## src/rtl/key_debounce_pkg.sv

```systemverilog
// Shared constants and helpers for the pushbutton conditioning block.
package key_pkg;

  // 20 ms at 50 MHz on the board; a short count keeps simulations quick.
  localparam int DEFAULT_DEBOUNCE_CYCLES = 1_000_000;
  localparam int SIM_DEBOUNCE_CYCLES     = 8;
  localparam int DEFAULT_SYNC_STAGES     = 2;
  localparam int DEFAULT_N_KEYS          = 4;

  // Counter width able to hold 0 .. n-1; never narrower than one bit.
  function automatic int cnt_width(input int n);
    int w;
    w = $clog2(n);
    if (w < 1) w = 1;
    return w;
  endfunction

endpackage

```

## src/rtl/key_debounce_if.sv

```systemverilog
// Key bundle between the board pins and the debouncer.
// master = pin/stimulus side driving key_n; slave = the debouncer.
interface key_debounce_if #(
  parameter int N_KEYS = 4
);

  logic [N_KEYS-1:0] key_n;        // raw buttons, 0 = pressed
  logic [N_KEYS-1:0] key_level;    // debounced, 1 = pressed
  logic [N_KEYS-1:0] key_press;    // one-cycle strobe on accepted press
  logic [N_KEYS-1:0] key_release;  // one-cycle strobe on accepted release

  modport master (
    output key_n,
    input  key_level,
    input  key_press,
    input  key_release
  );

  modport slave (
    input  key_n,
    output key_level,
    output key_press,
    output key_release
  );

endinterface

```

## src/rtl/key_channel.sv

```systemverilog
// One pushbutton: synchronizer, stability counter, accepted-state flop and
// press/release strobes.
module key_channel
  import key_pkg::*;
#(
  parameter int SYNC_STAGES     = DEFAULT_SYNC_STAGES,
  parameter int DEBOUNCE_CYCLES = DEFAULT_DEBOUNCE_CYCLES,
  parameter int CNT_W           = cnt_width(DEBOUNCE_CYCLES)
) (
  input  logic Clk,
  input  logic reset,
  input  logic key_n,
  output logic key_level,
  output logic key_press,
  output logic key_release
);

  localparam logic [CNT_W-1:0] CNT_LAST = CNT_W'(DEBOUNCE_CYCLES - 1);

  logic [SYNC_STAGES-1:0] sync_reg;
  logic                   s;
  logic                   stable_reg;
  logic [CNT_W-1:0]       cnt_reg;
  logic                   press_reg;
  logic                   release_reg;

  // Plain flop chain into the clock domain; reset value is "released".
  always_ff @(posedge Clk or negedge reset) begin
    if (!reset) sync_reg <= '1;
    else        sync_reg <= {sync_reg[SYNC_STAGES-2:0], key_n};
  end

  assign s = sync_reg[SYNC_STAGES-1];

  // Accept a new level only after it has differed from the accepted one for
  // DEBOUNCE_CYCLES consecutive edges; any return to the accepted level
  // restarts the count. The counter clears on acceptance, so it never wraps.
  always_ff @(posedge Clk or negedge reset) begin
    if (!reset) begin
      stable_reg  <= 1'b1;
      cnt_reg     <= '0;
      press_reg   <= 1'b0;
      release_reg <= 1'b0;
    end else begin
      press_reg   <= 1'b0;
      release_reg <= 1'b0;
      if (s == stable_reg) begin
        cnt_reg <= '0;
      end else if (cnt_reg == CNT_LAST) begin
        stable_reg  <= s;
        cnt_reg     <= '0;
        press_reg   <= ~s;
        release_reg <= s;
      end else begin
        cnt_reg <= cnt_reg + CNT_W'(1);
      end
    end
  end

  // Level comes straight off the accepted-state flop, so it changes on the
  // same edge as the strobe it accompanies.
  assign key_level   = ~stable_reg;
  assign key_press   = press_reg;
  assign key_release = release_reg;

endmodule

```

## src/rtl/key_debounce.sv

```systemverilog
// Debounces N_KEYS independent active-low pushbuttons into a clean level plus
// press/release strobes per key.
module key_debounce
  import key_pkg::*;
#(
  parameter int N_KEYS          = DEFAULT_N_KEYS,
  parameter int SYNC_STAGES     = DEFAULT_SYNC_STAGES,
  parameter int DEBOUNCE_CYCLES = DEFAULT_DEBOUNCE_CYCLES,
  parameter int CNT_W           = cnt_width(DEBOUNCE_CYCLES)
) (
  input  logic           Clk,
  input  logic           reset,
  key_debounce_if.slave  keys
);

  // One fully independent channel per key.
  generate
    for (genvar gi = 0; gi < N_KEYS; gi++) begin : g_key
      key_channel #(
        .SYNC_STAGES     (SYNC_STAGES),
        .DEBOUNCE_CYCLES (DEBOUNCE_CYCLES),
        .CNT_W           (CNT_W)
      ) u_channel (
        .Clk         (Clk),
        .reset       (reset),
        .key_n       (keys.key_n[gi]),
        .key_level   (keys.key_level[gi]),
        .key_press   (keys.key_press[gi]),
        .key_release (keys.key_release[gi])
      );
    end
  endgenerate

endmodule

```

## src/flat_wrapper.sv

```systemverilog
// flat-port wrapper written by rule: the top's interface ports become plain ports
module key_debounce_flat import key_pkg::*;
#(
  parameter int N_KEYS          = DEFAULT_N_KEYS,
  parameter int SYNC_STAGES     = DEFAULT_SYNC_STAGES,
  parameter int DEBOUNCE_CYCLES = DEFAULT_DEBOUNCE_CYCLES,
  parameter int CNT_W           = cnt_width(DEBOUNCE_CYCLES)
)
  (Clk, reset, keys_key_n, keys_key_level, keys_key_press, keys_key_release);
  key_debounce_if #(.N_KEYS(N_KEYS)) keys_i ();
  input  logic Clk;
  input  logic reset;
  input wire logic [$bits(keys_i.key_n)-1:0] keys_key_n;
  output wire logic [$bits(keys_i.key_level)-1:0] keys_key_level;
  output wire logic [$bits(keys_i.key_press)-1:0] keys_key_press;
  output wire logic [$bits(keys_i.key_release)-1:0] keys_key_release;
  assign keys_i.key_n = keys_key_n;
  assign keys_key_level = keys_i.key_level;
  assign keys_key_press = keys_i.key_press;
  assign keys_key_release = keys_i.key_release;
  key_debounce #(.N_KEYS(N_KEYS), .SYNC_STAGES(SYNC_STAGES), .DEBOUNCE_CYCLES(DEBOUNCE_CYCLES), .CNT_W(CNT_W)) u_core (.Clk(Clk), .reset(reset), .keys(keys_i));
endmodule
```

## config.mk

```make
export PLATFORM = sky130hd
export DESIGN_NAME = key_debounce_flat
export DESIGN_NICKNAME = d
export VERILOG_FILES = /design/src/rtl/key_debounce_pkg.sv /design/src/rtl/key_debounce_if.sv /design/src/rtl/key_channel.sv /design/src/rtl/key_debounce.sv /design/src/flat_wrapper.sv
export SDC_FILE = /design/constraint.sdc
export NUM_CORES = 1
export LEC_CHECK = 0
export ABC_AREA = 1
export BUFFER_PORTS_ARGS = -buffer_cell sky130_fd_sc_hd__buf_2
export CORE_MARGIN = 4
export CORE_UTILIZATION = 50
export CTS_BUF_LIST = sky130_fd_sc_hd__clkbuf_16
export DETAILED_ROUTE_END_ITERATION = 10
export GPL_ROUTABILITY_DRIVEN = 1
export PLACE_DENSITY_LB_ADDON = 0.3
export SYNTH_ARGS = -nofsm -noshare
export SYNTH_HDL_FRONTEND = slang
export SYNTH_SLANG_ARGS = --single-unit
```

## constraint.sdc

```tcl
create_clock -name Clk -period 3.06 [get_ports Clk]
set_input_delay 0.612 -clock Clk [delete_from_list [all_inputs] [get_ports Clk]]
set_output_delay 0.612 -clock Clk [all_outputs]
set_load 0.05 [all_outputs]
```

-- Yosys cells after proc, flatten, opt, wreduce, memory -nomap -nowiden
Index checks and enable logic that the tools add are counted.
- memory bits (writable): 0
- bits in latches: 0
- output and inout bits: 12
- memories: 0
- register bits: 100
- logic and storage cells: 72
- bits in read-only memories: 0
- input bits: 6
- div/mod/pow operators: 0
- multiply operators: 0
- equality and inequality tests: 8
- add/sub/neg operators: 4
- order comparisons: 0
- shift operators: 0
- bitwise logic cells: 12
- reductions and logical operators: 4
- mux-type cells: 24
- operator list (kind ; count):
    $mux W20 ; 8
    $add A20 B1 Y20 const B ; 4
    $eq A20 B20 Y1 const B ; 4
    $mux W1 ; 16
    $not A1 Y1 ; 12
    $reduce_and A2 Y1 ; 4
    $eq A1 B1 Y1 ; 4

-- Depth between registers and ports, before layout
Gate-level depths: netlist (run 1).
- depth in word-level cells: 3
- gate-level depth with buffers: 9
- gate-level depth less buffers: 9

-- Hierarchy
From an unflattened synthesis (run 1), not the netlist that was laid out.
- cell total of the unflattened synthesis: 648
- area, all modules: 5455.2 um2
- modules (own cells, without submodules) (module ; instances ; area an instance (um2) ; cells each ; seq. area each (um2)):
    key_channel ; 4 ; 1363.8 ; 162 ; 629.4

-- Worst setup path after synthesis (run 1)
No wires, ideal clock.
- kind: reg-to-output
- start: register u_core.g_key[0].u_channel.stable_reg
- end: output keys_key_level[0]
- setup slack: 1691 ps
- stages on the path, launching flop included: 3
- data arrival time: 757 ps
- buffers on the path: 1
- cells stage by stage: dfstp_2 -> inv_1 -> buf_4
- word-level cells in the longest chain between the ends: 1
- RTL lines (what ; line ; source):
    from (decl) ; key_channel.sv:22 ; logic stable_reg;
    from (signal assigned) ; key_channel.sv:50 ; stable_reg <= s;
    $not A1 Y1 ; key_channel.sv:62 ; assign key_level = ~stable_reg;
    to (decl) ; flat_wrapper.sv:14 ; output wire logic [$bits(keys_i.key_level)-1:0] keys_key_level;
No other way between the ends.

-- Worst setup path after layout (run 1)
- start: register u_core.g_key[0].u_channel.sync_reg[1]
- end: register u_core.g_key[0].u_channel.cnt_reg[3]
- word-level cells in the longest chain between the ends: 2
- RTL lines (what ; line ; source):
    from (decl) ; key_channel.sv:20 ; logic [SYNC_STAGES-1:0] sync_reg;
    from (signal assigned) ; key_channel.sv:30 ; else sync_reg <= {sync_reg[SYNC_STAGES-2:0], key_n};
    $eq A1 B1 Y1 ; key_channel.sv:47 ; if (s == stable_reg) begin
    $mux W20 ; key_channel.sv:47 ;
    to (signal assigned) ; key_channel.sv:55 ; cnt_reg <= cnt_reg + CNT_W'(1);
    to (decl) ; key_channel.sv:23 ; logic [CNT_W-1:0] cnt_reg;
No other way between the ends.
A chain may end at the register's enable or synchronous reset.

==> flow_summary.ini, run 1 <==
[power]
pwr_density_cell_nw_per_um2 = 444
seqPwrFrac = 0.532
p_sw_w = 0.000564
leakage_nw = 2.36
peakVddDrop_mv = 0.252
p_int_w = 0.00199
switching_share = 0.221
clockPowerShare = 0.433
pwr-share-comb = 0.035

[synth]
synth_flop_cell = dfrtp_1
yosysWarnings = 0
yosys.cell_types.count = 31
syn_area_sq_um = 5290
synth_top_area_frac = 0.417
synth_cells = 645
synth_area_leaders = dfrtp_1 42%, nor2_1 13%, nand2_1 6.5%
synth-edff-count = 0
ys_ff_latch = 100
yosysTopAreaCell = dfrtp_1
ys_async_sr_fraction = 1.00
syn-mean-instance-area_sq_um = 8.19
syn_nets = 655
synth.yosys.seq_area_share = 0.476

[place]
place_hpwl_um = 7490
dp_slack_ps = 1130
portBuffers = 17
dp_cells = 786
placed_area_sq_um = 5470
gp_congestion = 0.873

[critical_path]
path_class = flop to flop
cp.arrival_ps = 2150
cp_max_fo = 12
cp-start-kind = flop
crit_required_ps = 3280
r2r_cells = 5
critPathCaptureType = flop

[detailed_routing]
vias = 4096
viasPerCell = 5.11
first_pass_iters = 4
wl_um = 10300
wl_per_cell_um = 12.9
drc_errors = 0
ant_nets = 0
drt_iter0_markers = 203

[sta]
rsz0062_at_grt = false
relSlewSlack = 0.378
period_minus_slack_ps = 1930
hold_viol_final = 0
fin_skew_ps = 9.39
tns_ps = 0
setup_viol = 0
finalMaxSlewViolations = 0
worst_pin_slew_ps = 930
post-route-period-util = 0.631
max_freq_ghz = 0.518
fin_ws_ps = 1130
hold_slack_ps = 302

[worst_hold_path]
hold_path.class = input port to asynchronous set/reset pin

[clocking]
clk_latency_ps = 340
cts_buffers = 9
cts_resized = 0
cts_max_level = 3
cts_tree = built
clk_path_buf_depth = 2
path_clk_slew_ps = 70
ctsHoldBuffers = 0
root_buffer = clkbuf_16
post_cts_buffers = 0
numClockSinks = 100

[die]
start_util = 0.512
die-area_sq_um = 12300
io_pins = 18
fp-row-count = 37
die_h_um = 111
core_region_area_sq_um = 10300
die_width_um = 111

[global_route]
grt_max_degree = 54
antenna_found_initial = 0
grt.total_usage = 0.180
grt_first_pass_wirelength_um = 18900
grt_pass1_vias = 4284
overflow = 0

[finish]
n_antenna_cell = 0
drive_above_1_share = 0.147
layout_common_cells = 177 x nor2_1, 92 x nand2_1, 88 x dfrtp_1, 65 x nand3_1, 49 x inv_1
fin_area_sq_um = 5760
fin_nets = 671
largest_reg_flops = 80
syn_to_final_growth_pct = 8.93
final_common_cell = nor2_1
final_cells = 802

[status]
outcome = complete, no violations

[job]
drv_cap = 0
-- metal layers --
layer  track usage  up-vias  part of all wire
met2         0.307       70              0.49
met1         0.233     1949              0.47
li1              -     2064                 -
met4        0.0525        0             0.012
met5             0        -                 0
met3        0.0377       13             0.033
-- logic make-up after synthesis --
logic type                 Yosys count  share of synthesized area
AOI/OAI and AO/OA                   20                     0.0201
and+or+nand+nor                    408                      0.363
buffers and inverters               69                     0.0580
xor gates and xnor gates            44                     0.0729
adders and majority gates            4                    0.00947
DFF                                100                      0.476
-- area by class of cell --
cell class                      instances  area, sq um
Fill cell                             922         4570
Sequential cell                       100         2520
Multi-Input combinational cell        476         2460
Clock buffer                            9          225
Inverter                               55          206
Tap cell                              136          170
Timing Repair Buffer                   19          115
Clock inverter                          7         61.3
-- worst max-delay path, cell delays in order, from the launching register on --
cell and delay, ps:
dfstp_2 560, nor2_1 50, nor2_1 710, inv_1 230, nand2_2 210, nor2_1 60
-- cell usage after synthesis (3+ instances only) --
| cell | number |
|---|---|
| dfrtp_1 | 88 |
| nand3_2 | 5 |
| nand4_1 | 8 |
| a21oi_1 | 13 |
| nand2_2 | 11 |
| and2_1 | 3 |
| inv_2 | 8 |
| buf_4 | 12 |
| nor2_2 | 13 |
| xor2_1 | 26 |
| nand3_1 | 65 |
| nor3_2 | 3 |
| nor2_1 | 177 |
| inv_1 | 46 |
| ha_1 | 4 |
| nor2_4 | 8 |
| dfstp_2 | 12 |
| o21ai_1 | 4 |
| xnor2_1 | 18 |
| nand3_4 | 3 |
| nand2_1 | 92 |
| nor3_1 | 12 |
-- worst paths after layout --
kind / start / endpoint / slack, ps
max in group asynchronous: reset / u_core.g_key[1].u_channel.sync_reg[1] / 2000
min reg2reg: u_core.g_key[3].u_channel.sync_reg[0] / u_core.g_key[3].u_channel.sync_reg[1] / 360
min in group Clk: u_core.g_key[3].u_channel.sync_reg[0] / u_core.g_key[3].u_channel.sync_reg[1] / 360
max: u_core.g_key[0].u_channel.sync_reg[1] / u_core.g_key[0].u_channel.cnt_reg[3] / 1130
max reg2reg: u_core.g_key[0].u_channel.sync_reg[1] / u_core.g_key[0].u_channel.cnt_reg[3] / 1130
min: reset / u_core.g_key[2].u_channel.cnt_reg[10] / 300
-- power groups by stage --
stage / clock (W) / combinational, W / sequential (W)
floorplan: 0 / 0.0000463 / 0.00138
global placement: 0 / 0.0000888 / 0.00138
detailed placement: 0 / 0.0000914 / 0.00139
CTS: 0.00113 / 0.0000922 / 0.00136
global route: 0.00119 / 0.000106 / 0.00136
finish: 0.00111 / 0.0000889 / 0.00136
-- through the flow --
step / power, W / util
6_report: 0.00256 / 0.558
5_1_grt: 0.00265 / 0.558
4_1_cts: 0.00259 / 0.558
3_5_place_dp: 0.00148 / 0.530
3_3_place_gp: 0.00147 / 0.530
2_1_floorplan: 0.00143 / -
Note: power is estimated with default switching activity, not from simulation.
==> run 2: changes to the inputs <==
- ABC_AREA: 1 -> 0
- clock period: 3.06 -> 1.57 ns (I/O delays scaled with it)
==> flow_summary.ini, run 2 <==
[synth]
syn_area_sq_um = 4800
yosys.cell_types.count = 39
synth_area_leaders = dfrtp_1 46%, dfstp_2 6.6%, xnor2_1 6.6%
syn-mean-instance-area_sq_um = 10.2
synth.yosys.seq_area_share = 0.524
synth_most_common_cell = dfrtp_1
yosysTopAreaCell = dfrtp_1
ys_async_sr_fraction = 1.00
syn_nets = 480
synth_cells = 470
synth_top_area_frac = 0.459
synth_flop_cell = dfrtp_1
ys_ff_latch = 100
ys_top_cells_by_count = 88 x dfrtp_1, 67 x nor2_1, 36 x xnor2_1, 26 x nand3_1, 26 x nand4_1
synth-edff-count = 0
yosysWarnings = 0

[global_route]
antenna_found_initial = 0
grt_first_pass_wirelength_um = 18300
grt.total_usage = 0.200
grt_pass1_vias = 4011
grt_max_degree = 41
overflow = 0

[detailed_routing]
drc_errors = 0
wl_um = 11400
drt_iter0_markers = 146
vias = 4009
wl_per_cell_um = 15.6
ant_nets = 0
viasPerCell = 5.48
first_pass_iters = 4

[finish]
n_antenna_cell = 0
largest_reg_flops = 80
final_common_cell = buf_4
fin_nets = 607
syn_to_final_growth_pct = 36.2
layout_common_cells = 106 x buf_4, 87 x dfrtp_1, 58 x nor2_1, 35 x xnor2_1, 26 x nand4_1
final_cells = 731
drive_above_1_share = 0.384

[sta]
worst_pin_slew_ps = 357
rsz0062_at_grt = true
relSlewSlack = 0.760
finalMaxSlewViolations = 0
fin_ws_ps = -180
period_minus_slack_ps = 1750
max_freq_ghz = 0.571
post-route-period-util = 1.11
setup_viol = 68
fin_skew_ps = 4.22
hold_viol_final = 0

[place]
dp_cells = 694
portBuffers = 17
gp_congestion = 0.826
place_hpwl_um = 7240
dp_slack_ps = -141

[clocking]
cts_max_level = 3
clk_latency_ps = 340
root_buffer = clkbuf_16
numClockSinks = 100
cts_tree = built
path_clk_slew_ps = 70
clk_path_buf_depth = 2
cts_buffers = 9

[job]
drv_cap = 0

[critical_path]
r2r_cells = 4
cpMaxStageDelayCell = or4b_4
cp_max_fo = 4
crit_required_ps = 1840
cp-start-kind = flop
slowest_delay_ps = 520
r2r-start = u_core.g_key[1].u_channel.cnt_reg[18]
crit_chain = nand3_2 -> or4b_4 -> or3_4 -> mux2_4
r2r_end = u_core.g_key[1].u_channel.stable_reg
critPathCaptureType = flop
cp.arrival_ps = 2020
path_class = flop to flop
r2r_slack_ps = -180

[status]
violations = negative setup slack
outcome = complete, but fails checks

[worst_hold_path]
hold_path.class = input port to flop
min_from = keys_key_n[1]
min_to = u_core.g_key[1].u_channel.sync_reg[0]
min_path_cells = 1

[power]
leakage_nw = 2.71
pwr_density_cell_nw_per_um2 = 775
peakVddDrop_mv = 0.609

[die]
die_h_um = 106
start_util = 0.517
die-area_sq_um = 11200
core_region_area_sq_um = 9280
die_width_um = 106
io_pins = 18
fp-row-count = 35
run 2: cell count changes after synthesis, sizes merged, moves of 8 or more:
cell / before / now
xnor2: 18 / 36
nand3: 73 / 27
or3: 0 / 15
nand2: 105 / 20
nor4: 1 / 15
nand4b: 0 / 8
o31ai: 0 / 8
and3: 0 / 20
nand4: 8 / 26
inv: 54 / 10
nor2: 198 / 67
o21ai: 4 / 14
run 2: worst max-delay path by stage:
stage                                     startpoint                               endpoint  cells after the start
2_1_floorplan  u_core.g_key[1].u_channel.cnt_reg[16]   u_core.g_key[1].u_channel.stable_reg                      4
3_3_place_gp   u_core.g_key[1].u_channel.cnt_reg[17]   u_core.g_key[1].u_channel.stable_reg                      4
3_5_place_dp    u_core.g_key[3].u_channel.cnt_reg[1]  u_core.g_key[3].u_channel.cnt_reg[18]                      5
4_1_cts        u_core.g_key[1].u_channel.cnt_reg[18]   u_core.g_key[1].u_channel.stable_reg                      4
5_1_grt         u_core.g_key[3].u_channel.cnt_reg[1]  u_core.g_key[3].u_channel.cnt_reg[18]                      5
6_report       u_core.g_key[1].u_channel.cnt_reg[18]   u_core.g_key[1].u_channel.stable_reg                      4
run 2: where the power goes:
part           switching [W]  internal [W]  leakage, nW
combinational       0.000142      0.000127         1.22
sequential         0.0000372       0.00262         1.34
clock               0.000925       0.00122        0.147
run 2: final cells by class:
class	count	area, sq um
Timing Repair Buffer	136	1070
Fill cell	652	2750
Clock inverter	7	61.3
Inverter	10	37.5
Tap cell	129	161
Sequential cell	100	2520
Multi-Input combinational cell	340	2470
Clock buffer	9	225
run 2: routing by layer:
metal | vias to the layer above | routed length, um | track usage | part of all wire
met5 | - | 0 | 0 | 0
li1 | 1921 | - | - | -
met3 | 18 | 299 | 0.0376 | 0.026
met4 | 0 | 200 | 0.0666 | 0.018
met1 | 2000 | 4830 | 0.245 | 0.42
met2 | 70 | 6080 | 0.354 | 0.53
run 2: cell families after synthesis:
kind of cell               Yosys count  share of synthesized area
AOI/OAI and AO/OA                   40                     0.0508
xor gates and xnor gates            58                      0.106
adders and majority gates            4                     0.0104
buffers and inverters               30                     0.0344
DFF                                100                      0.524
muxes                                4                     0.0102
and+or+nand+nor                    234                      0.264
run 2: metrics by stage:
stage	total power [W]	area [sq um]	hold WS (ps)	util	TNS [ps]
6_report	0.00507	6540	69.5	0.704	-5780
3_3_place_gp	0.00291	5790	215	0.624	-1880
2_1_floorplan	0.00278	4900	18.4	-	-1940
5_1_grt	0.00525	6540	56.0	0.704	-10810
4_1_cts	0.00508	6200	59.1	0.668	-2960
3_5_place_dp	0.00292	5790	210	0.624	-2990
run 2: worst max-delay path: cells and delay by family, from the launching register on:
kind | cells | cell delay (ps)
DFF | 1 | 400
and+or+nand+nor | 3 | 990
muxes | 1 | 300
run 2: timing repair:
| action | CTS | global route |
|---|---|---|
| setup endpoints to repair | 45 | 91 |
| pin swaps | 16 | 33 |
| hold buffers | 1 | 0 |
| endpoints found under the hold margin | 15 | 0 |
| gates resized for setup | 13 | 59 |
| buffers inserted | 10 | 12 |
